[config.mk]
export PLATFORM = sky130hd
export DESIGN_NAME = c17_resp_misr
export DESIGN_NICKNAME = d
export VERILOG_FILES = /design/src/rtl/c17_resp_misr.sv
export SDC_FILE = /design/constraint.sdc
export NUM_CORES = 1
export LEC_CHECK = 0
export ABC_CLOCK_PERIOD_IN_PS = 2000
export BUFFER_PORTS_ARGS = -buffer_cell sky130_fd_sc_hd__buf_2
export CAP_MARGIN = 20
export CORE_UTILIZATION = 45
export DETAILED_ROUTE_END_ITERATION = 12
export PLACE_DENSITY = 0.8
export SLEW_MARGIN = 25
export SYNTH_ARGS = -nofsm -noshare
export SYNTH_HDL_FRONTEND = slang
export SYNTH_SLANG_ARGS = --single-unit
export TNS_END_PERCENT = 1
[constraint.sdc]
create_clock -name clk -period 2 [get_ports clk]
set_input_delay 0.1 -clock clk [delete_from_list [all_inputs] [get_ports clk]]
set_output_delay 0.1 -clock clk [all_outputs]
set_load 0.02 [all_outputs]
[src/rtl/c17_resp_misr.sv]
// ---------------------------------------------------------------------------
// c17_resp_misr
//
// Self-test sink for the bit-level pipelined c17 stage. A valid flag is
// issued alongside each upstream input vector and delayed LATENCY cycles so
// that it lines up with the registered c17 outputs N22/N23. While a run is
// active, every aligned response is folded into a multiple-input signature
// register (MISR). After NVEC responses the block stops and compares the
// final signature against exp_sig.
//
// Parameters:
//   LATENCY  register stages in the upstream c17 pipeline (>= 1)
//   NVEC     responses compacted per run (1..255)
//   SIG_W    MISR width (>= 4)
//   POLY     MISR feedback polynomial
//   SEED     MISR value loaded at the start of a run and on reset
//
// Ports:
//   clk        rising-edge clock shared with the c17 stage
//   rst        synchronous, active-high reset
//   start      one-cycle pulse that begins a run (accepted in IDLE and DONE)
//   in_valid   high in the cycle a vector is presented to the c17 inputs
//   N22, N23   c17 outputs, already delayed by LATENCY registers
//   exp_sig    expected final signature (stable while done=1)
//   busy       high while a run is collecting responses
//   done       high once NVEC responses have been compacted
//   pass       done and signature matches exp_sig
//   signature  current MISR contents
//   vec_cnt    responses compacted in the current run
//
// Optional build macro:
//   C17_MISR_XCHK_EN  simulation-only check that N22/N23 are not X/Z when
//                     they are about to be compacted. Synthesised logic is
//                     the same with or without it.
// ---------------------------------------------------------------------------
module c17_resp_misr #(
    parameter int               LATENCY = 2,
    parameter int               NVEC    = 16,
    parameter int               SIG_W   = 16,
    parameter logic [SIG_W-1:0] POLY    = 16'h1021,
    parameter logic [SIG_W-1:0] SEED    = 16'hFFFF
) (
    input  logic             clk,
    input  logic             rst,
    input  logic             start,
    input  logic             in_valid,
    input  logic             N22,
    input  logic             N23,
    input  logic [SIG_W-1:0] exp_sig,
    output logic             busy,
    output logic             done,
    output logic             pass,
    output logic [SIG_W-1:0] signature,
    output logic [7:0]       vec_cnt
);

    localparam logic [1:0] ST_IDLE = 2'd0;
    localparam logic [1:0] ST_RUN  = 2'd1;
    localparam logic [1:0] ST_DONE = 2'd2;

    localparam logic [7:0] NVEC_C = 8'(NVEC);

    logic [1:0]         state_q, state_d;
    logic [SIG_W-1:0]   sig_q, sig_d;
    logic [7:0]         cnt_q, cnt_d;
    logic [LATENCY-1:0] vd_q, vd_d;

    logic               av;
    logic [7:0]         cnt_inc;
    logic [SIG_W-1:0]   misr_next;

    // Valid delay line: one stage per c17 pipeline register. It runs in
    // every state and is only cleared by reset, so valids issued just
    // before a start are still in flight when the run begins.
    assign vd_d[0] = in_valid;
    generate
        for (genvar gi = 1; gi < LATENCY; gi++) begin : g_vd
            assign vd_d[gi] = vd_q[gi-1];
        end
    endgenerate

    assign av      = vd_q[LATENCY-1];
    assign cnt_inc = cnt_q + 8'd1;

    // Shift left with polynomial feedback from the MSB, then inject the two
    // response bits into the bottom of the register.
    assign misr_next = ({sig_q[SIG_W-2:0], 1'b0} ^ (sig_q[SIG_W-1] ? POLY : '0))
                     ^ {{(SIG_W-2){1'b0}}, N23, N22};

    always_comb begin
        state_d = state_q;
        sig_d   = sig_q;
        cnt_d   = cnt_q;
        case (state_q)
            ST_IDLE: begin
                if (start) begin
                    state_d = ST_RUN;
                    sig_d   = SEED;
                    cnt_d   = 8'd0;
                end
            end
            ST_RUN: begin
                // start is deliberately not looked at here: a run always
                // completes, including when start lands on the final edge.
                if (av) begin
                    sig_d = misr_next;
                    cnt_d = cnt_inc;
                    if (cnt_inc == NVEC_C) begin
                        state_d = ST_DONE;
                    end
                end
            end
            ST_DONE: begin
                if (start) begin
                    state_d = ST_RUN;
                    sig_d   = SEED;
                    cnt_d   = 8'd0;
                end
            end
            default: begin
                state_d = ST_IDLE;
            end
        endcase
    end

    always_ff @(posedge clk) begin
        if (rst) begin
            state_q <= ST_IDLE;
            sig_q   <= SEED;
            cnt_q   <= 8'd0;
            vd_q    <= '0;
        end else begin
            state_q <= state_d;
            sig_q   <= sig_d;
            cnt_q   <= cnt_d;
            vd_q    <= vd_d;
        end
    end

    assign busy      = (state_q == ST_RUN);
    assign done      = (state_q == ST_DONE);
    assign pass      = done && (sig_q == exp_sig);
    assign signature = sig_q;
    assign vec_cnt   = cnt_q;

`ifdef C17_MISR_XCHK_EN
    // Flags unknown responses at the moment they are folded in; the update
    // itself is not blocked, so the signature will carry the X onward.
    always @(posedge clk) begin
        if (!rst && state_q == ST_RUN && av && ($isunknown(N22) || $isunknown(N23))) begin
            $error("c17_resp_misr: X/Z on N22/N23 at time %0t, vec_cnt=%0d", $time, cnt_q);
        end
    end
`else
`endif

endmodule

==> results of run 1 <==
-- metal layers --
| layer | global-route usage | vias up | share of wire |
|---|---|---|---|
| met5 | 0 | - | 0 |
| met3 | 0.0242 | 4 | 0.044 |
| met4 | 0.0544 | 0 | 0.0071 |
| met1 | 0.304 | 637 | 0.48 |
| met2 | 0.325 | 40 | 0.47 |
| li1 | - | 693 | - |
-- power groups by stage --
stage	Combinational (mW)	Sequential (mW)	Clock [mW]
floorplan	0.0615	0.582	0
global placement	0.102	0.580	0
detailed placement	0.102	0.581	0
CTS	0.104	0.569	0.374
global route	0.114	0.570	0.396
finish	0.104	0.569	0.373
-- repair_timing --
| action | CTS | global route |
|---|---|---|
| hold buffers | 1 | 0 |
| resized for setup | 0 | 1 |
| endpoints found under the hold margin | 1 | 0 |
| endpoints found under the setup margin | 0 | 1 |
-- cells in the final DEF (no fill, tap or decap), types with 4 or more instances in the layout --
master and instances:
nor2_1 25, o21ai_0 5, buf_2 48, a21oi_1 7, o21bai_1 16, a311oi_1 4, nand3b_1 4, nand4_1 5
xor2_1 4, dfxtp_1 27, buf_4 4, nor3_1 17, xnor2_1 17, nand2_1 5, nor2b_1 6
-- worst max path at each step --
stage | cells past startpoint | end
final | 5 | pass
after global routing | 5 | pass
after CTS | 5 | pass
after detailed placement | 5 | pass
after global placement | 5 | pass
after floorplan | 4 | vec_cnt[6]
-- sequential cells by signal (all words and copies together) (netlist names) --
name       cells
signature     16
vec_cnt        8
vd_q           2
state_q        2
-- area by class of cell --
type / count / area [sq um] / area share
multi-input cells: 131 / 813 / 0.461
flip-flops and latches: 28 / 562 / 0.319
repair buffers: 53 / 280 / 0.159
well taps: 44 / 55.1 / 0.0312
clock inverters: 1 / 30.0 / 0.0170
clock buffers: 3 / 22.5 / 0.0128
-- Yosys cell counts --
cell type  number
nand4_1         5
nor2_2          1
dfxtp_1        28
a41oi_1         1
a21oi_1         7
and2_0          1
nand2b_1        1
o21ai_0         5
nand4b_1        1
nand3_2         1
nand3_1         3
o21bai_1       16
buf_6           1
nand3b_1        4
xnor2_1        17
buf_4           1
nor2_1         25
a311oi_1        4
clkbuf_1        4
nor2b_1         6
buf_2           5
nand2_1         5
xor2_1          4
nor3_1         17
ha_1            1
a32o_1          1
or3_1           1
and3b_1         1
nor4_1          1
and3_1          2
-- kinds of logic after synthesis --
| logic type | share of synthesized area |
|---|---|
| DFF | 0.391 |
| xor gates and xnor gates | 0.128 |
| and+or+nand+nor | 0.267 |
| AOI/OAI and AO/OA | 0.163 |
| buffers and inverters | 0.0410 |
| adders and majority gates | 0.00873 |
-- tightest hold or removal path: cells and delay by family --
kind            cells  cell delay (ps)
simple gates        1               80
buf+inv             1               80
xor+xnor            1               50
compound gates      1               60
==> results.md, run 1 <==
* Run status: finished, final reports clean
* Clock tree from TritonCTS: done
* Vias in the first global route at 1,182
* List of cells traversed by the critical path: xnor2_1, nand4_1, nor4_1, and3_1, buf_2
* Cell area power density at 593 nW/um^2
* Pin count of the biggest net entering global routing at 30
* Final setup violation count at 0
* Via/cell ratio at 5.28
* Worst min-delay path endpoint: signature[1]
* Cell internal power dissipation at 0.816 mW
* Number of search-and-repair iterations in the first detailed-routing pass at 4
* Worst VDD drop at 0.000333 V
* Net switching power of the design at 0.229 mW
* Final standard cell area without fillers at 1760 sq um
* Setup repair after global routing missed its margin: no
* CP bufs+invs at 1
* Final routed DRC violation total at 0
* Part of the total power dissipated in sequential elements at 0.544
* Effective utilization at floorplan at 0.473
* Worst stage delay on the critical path at 390 ps
* Number of nets in the finished design at 240
* Die width at 58.4 um
* WP data required at 1900 ps
* Post-synth top area share at 0.391
* Main area contributors after synthesis: dfxtp_1 (39%), xnor2_1 (10%), o21bai_1 (8.4%)
* Final wirelength at 3.39 mm
* First-pass GRT wire length at 5.56 mm
* Post-synthesis register bit count at 28
* Path type of the worst setup path: reg -> out
* Fraction of power consumed by the clock network at 0.356
* Overall die area at 3410 sq um
* Crit path setup slack, layout at 106 ps
* Share of layout cells above drive strength 1 at 0.273
* Number of antenna violations at the first check in global routing at 0
* Family of cells with the greatest summed delay on the critical path: simple AND/OR/NAND/NOR gates
* Sw frac at 0.219
* Total Negative Setup Slacks at 0 ps
* Total via count in the routed design at 1,374
* Fmax achieved at 0.528 GHz
* Height of the die at 58.4 um
* Count of H-tree levels built during CTS at 1
* Lkg Pwr at 0.728 nW
* Insertion delay of the later-clocked pin in the worst-skew pair at 330 ps
* Mean instance size in the synthesized netlist at 8.43 sq um
* Gate Count Post-Synth at 170
* FF-to-FF End: vec_cnt[2]
* Register-to-register setup slack at 470 ps
* Cells after DPL at 255
* Buffer cell driving the clock tree root: clkbuf_4
* Part of the Yosys area used for sequential elements at 0.391
* Area growth from synthesis to final layout at 23.1%
* Post-route clock period utilization at 0.947
* Count of cell types in the netlist at 30
* Headroom to the max-slew limit at 0.650
* Largest clock skew in the final design at 6.05 ps
* Buffers added on ports at 48
* Startpoint class of the critical path: flop
* Count of buffers added by post-CTS timing repair for setup at 0
* Origin of the worst min-delay path: N23
* Nature of the critical path endpoint: output pin
* Max-cap check violation count at 0
* Number of filler cells placed in the layout at 281
* Final hold violations at 0
* Post-Syn Area at 1430 sq um
* Total Routing Usage GR at 0.208
* Antenna Nets Post-Route at 0
* Number of top-level pins at 49
* Area leader, netlist: dfxtp_1
* Hold Crit Depth at 4
* Launch point of the worst reg-to-reg path: state_q[0]
* Grt ovf at 0
* Count of final max-slew check failures at 0
* Min cycle time layout at 1890 ps
* Minimum setup slack after placement at 464 ps
* Actual transition at the worst max-transition pin at 525 ps
* Post-Syn Nets at 193
* YS warnings at 0
* Standard-cell row count at 20
* Logic gate share of total power at 0.100
* Clock transition time at the flip-flop clock pins of the worst setup and hold paths at 160 ps
* Cell count of the worst reg-to-reg path at 4
* # clock sinks at 28
* Total power of the final layout at 1.05 mW
* Placed wire-length estimate after detailed placement at 2.41 mm
* Utilization after layout at 0.582
* Crit. Startpoint: signature[6]
* Non-filler instance count after layout at 260
* Arrival time at the worst endpoint at 1790 ps
* Cell with the biggest individual delay on the critical path: dfxtp_1
* Worst min-delay path category: in -> reg
* Area of the core region at 3030 sq um
* Routed wire per std cell at 13.0 um
* Fin Hold WS at 73.6 ps
* Number of inserted diodes at 0
* TritonCTS Buffers at 3
* Routability congestion estimate at 0.765
* Standard cell area after detailed placement at 1700 sq um
* Violation count after the first detailed-route iteration at 75
* Largest buffer count on any clock path at 2
* Worst Path Max Fanout at 4
Note: power is estimated with default switching activity, not from simulation.
==> run 2: changes to the inputs <==
--- a/config.mk
+++ b/config.mk
@@ -11,8 +11,8 @@
 export CORE_UTILIZATION = 45
 export DETAILED_ROUTE_END_ITERATION = 12
 export PLACE_DENSITY = 0.8
+export SETUP_SLACK_MARGIN = 0.15
 export SLEW_MARGIN = 25
 export SYNTH_ARGS = -nofsm -noshare
 export SYNTH_HDL_FRONTEND = slang
 export SYNTH_SLANG_ARGS = --single-unit
-export TNS_END_PERCENT = 1
==> results.md, run 2 (synthesis results as in run 1) <==
* Routability congestion estimate at 0.765
* Worst Path Max Fanout at 4
* Final routed DRC violation total at 0
* Clock transition time at the flip-flop clock pins of the worst setup and hold paths at 160 ps
* Routed wire per std cell at 13.3 um
* Max reg flops at 16
* Cells after DPL at 255
* Vias in the first global route at 1,185
* Total Routing Usage GR at 0.210
* Startpoint class of the critical path: flop
* Grt ovf at 0
* Nature of the critical path endpoint: output pin
* Cell area power density at 576 nW/um^2
* Buffer cell driving the clock tree root: clkbuf_4
* Buffers added on ports at 48
* Share of layout cells above drive strength 1 at 0.330
* Final wirelength at 3.47 mm
* Overall die area at 3410 sq um
* Pin count of the biggest net entering global routing at 30
* Total via count in the routed design at 1,413
* Max-cap check violation count at 0
* Die width at 58.4 um
* Number of search-and-repair iterations in the first detailed-routing pass at 4
* Placed wire-length estimate after detailed placement at 2.41 mm
* Min cycle time layout at 1750 ps
* # clock sinks at 28
* Lkg Pwr at 0.753 nW
* Fmax achieved at 0.570 GHz
* Height of the die at 58.4 um
* Hold Crit Depth at 4
* Headroom to the max-slew limit at 0.657
* Arrival time at the worst endpoint at 1650 ps
* Cell count of the worst reg-to-reg path at 4
* Count of H-tree levels built during CTS at 1
* Run status: finished, final reports clean
* Register-to-register setup slack at 500 ps
* Number of nets in the finished design at 242
* Number of antenna violations at the first check in global routing at 0
* Area of the core region at 3030 sq um
* Insertion delay of the later-clocked pin in the worst-skew pair at 330 ps
* Path type of the worst setup path: reg -> out
* Actual transition at the worst max-transition pin at 515 ps
* Violation count after the first detailed-route iteration at 67
* Fin Hold WS at 65.7 ps
* Antenna Nets Post-Route at 0
* Total power of the final layout at 1.05 mW
* Worst min-delay path category: in -> reg
* Number of top-level pins at 49
* FF-to-FF End: vec_cnt[2]
* Number of inserted diodes at 0
* Worst min-delay path endpoint: signature[1]
* Launch point of the worst reg-to-reg path: state_q[0]
* Non-filler instance count after layout at 262
* Via/cell ratio at 5.39
* Final hold violations at 0
* First-pass GRT wire length at 5.60 mm
* Largest clock skew in the final design at 4.63 ps
* Utilization after layout at 0.601
* Standard-cell row count at 20
* Area growth from synthesis to final layout at 27.1%
* Largest buffer count on any clock path at 2
* TritonCTS Buffers at 3
* WP data required at 1900 ps
* Worst VDD drop at 0.000334 V
* Effective utilization at floorplan at 0.473
* Post-route clock period utilization at 0.877
* Most common cell after layout, fill and taps aside: buf_2
* Final setup violation count at 0
* Origin of the worst min-delay path: N23
* Total Negative Setup Slacks at 0 ps
* Setup repair after global routing missed its margin: no
* Most frequent cells in the layout: buf_2 (47), nor2_1 (25), dfxtp_1 (20), nor3_1 (17), o21bai_1 (16)
* Clock tree from TritonCTS: done
* Count of final max-slew check failures at 0
-- run 2: changes by cell type in the layout (fill, tap and decap cells not counted) --
cell     delta
xnor2_1     -3
buf_4       +3
dfxtp_4     +1
dfxtp_2     +6
nor4_1      -1
xnor2_2     +3
buf_2       -1
nor4_2      +1
dfxtp_1     -7
-- run 2: final cells by class --
type,instances,area [sq um]
Clock buffer,3,22.5
Sequential cell,28,573
Fill cell,276,1210
Clock inverter,1,30.0
Multi-Input combinational cell,131,842
Timing Repair Buffer,55,298
Tap cell,44,55.1
-- run 2: worst max-delay path, cell delays in order, from the launching register on --
cell and delay [ps]:
dfxtp_2 370, xnor2_1 210, nand4_1 140, nor4_2 290, and3_1 180, buf_4 130
-- run 2: what timing repair did --
action / in CTS / in global routing
endpoints found under the setup margin: 1 / 1
pin swaps: 0 / 4
gates cloned: 0 / 0
setup buffers: 0 / 2
resized for setup: 1 / 13
hold buffers: 1 / 0
hold endpoints to repair: 1 / 0
-- run 2: metal layers --
layer,share of wire,track usage
met1,0.47,0.303
met2,0.48,0.335
met3,0.031,0.0242
met4,0.016,0.0544
met5,0,0
-- run 2: where the power goes --
| part | switching [mW] | internal, mW | total [mW] |
|---|---|---|---|
| clock network | 0.171 | 0.203 | 0.373 |
| registers | 0.00518 | 0.562 | 0.567 |
| logic | 0.0563 | 0.0520 | 0.108 |
| total | 0.232 | 0.817 | 1.05 |
-- run 2: how the worst max path moves through the flow --
stage	startpoint	to	slack [ps]	cells past startpoint
finish	signature[13]	pass	250	5
global route	signature[13]	pass	130	5
CTS	signature[6]	pass	160	5
detailed placement	signature[6]	pass	460	5
global placement	signature[6]	pass	440	5
floorplan	vec_cnt[0]	vec_cnt[6]	580	4
-- run 2: metrics by stage --
stage | setup WS [ps] | instance area (sq um)
finish | 246 | 1820
global route | 125 | 1820
CTS | 157 | 1770
detailed placement | 464 | 1700
global placement | 437 | 1700
floorplan | 583 | 1430
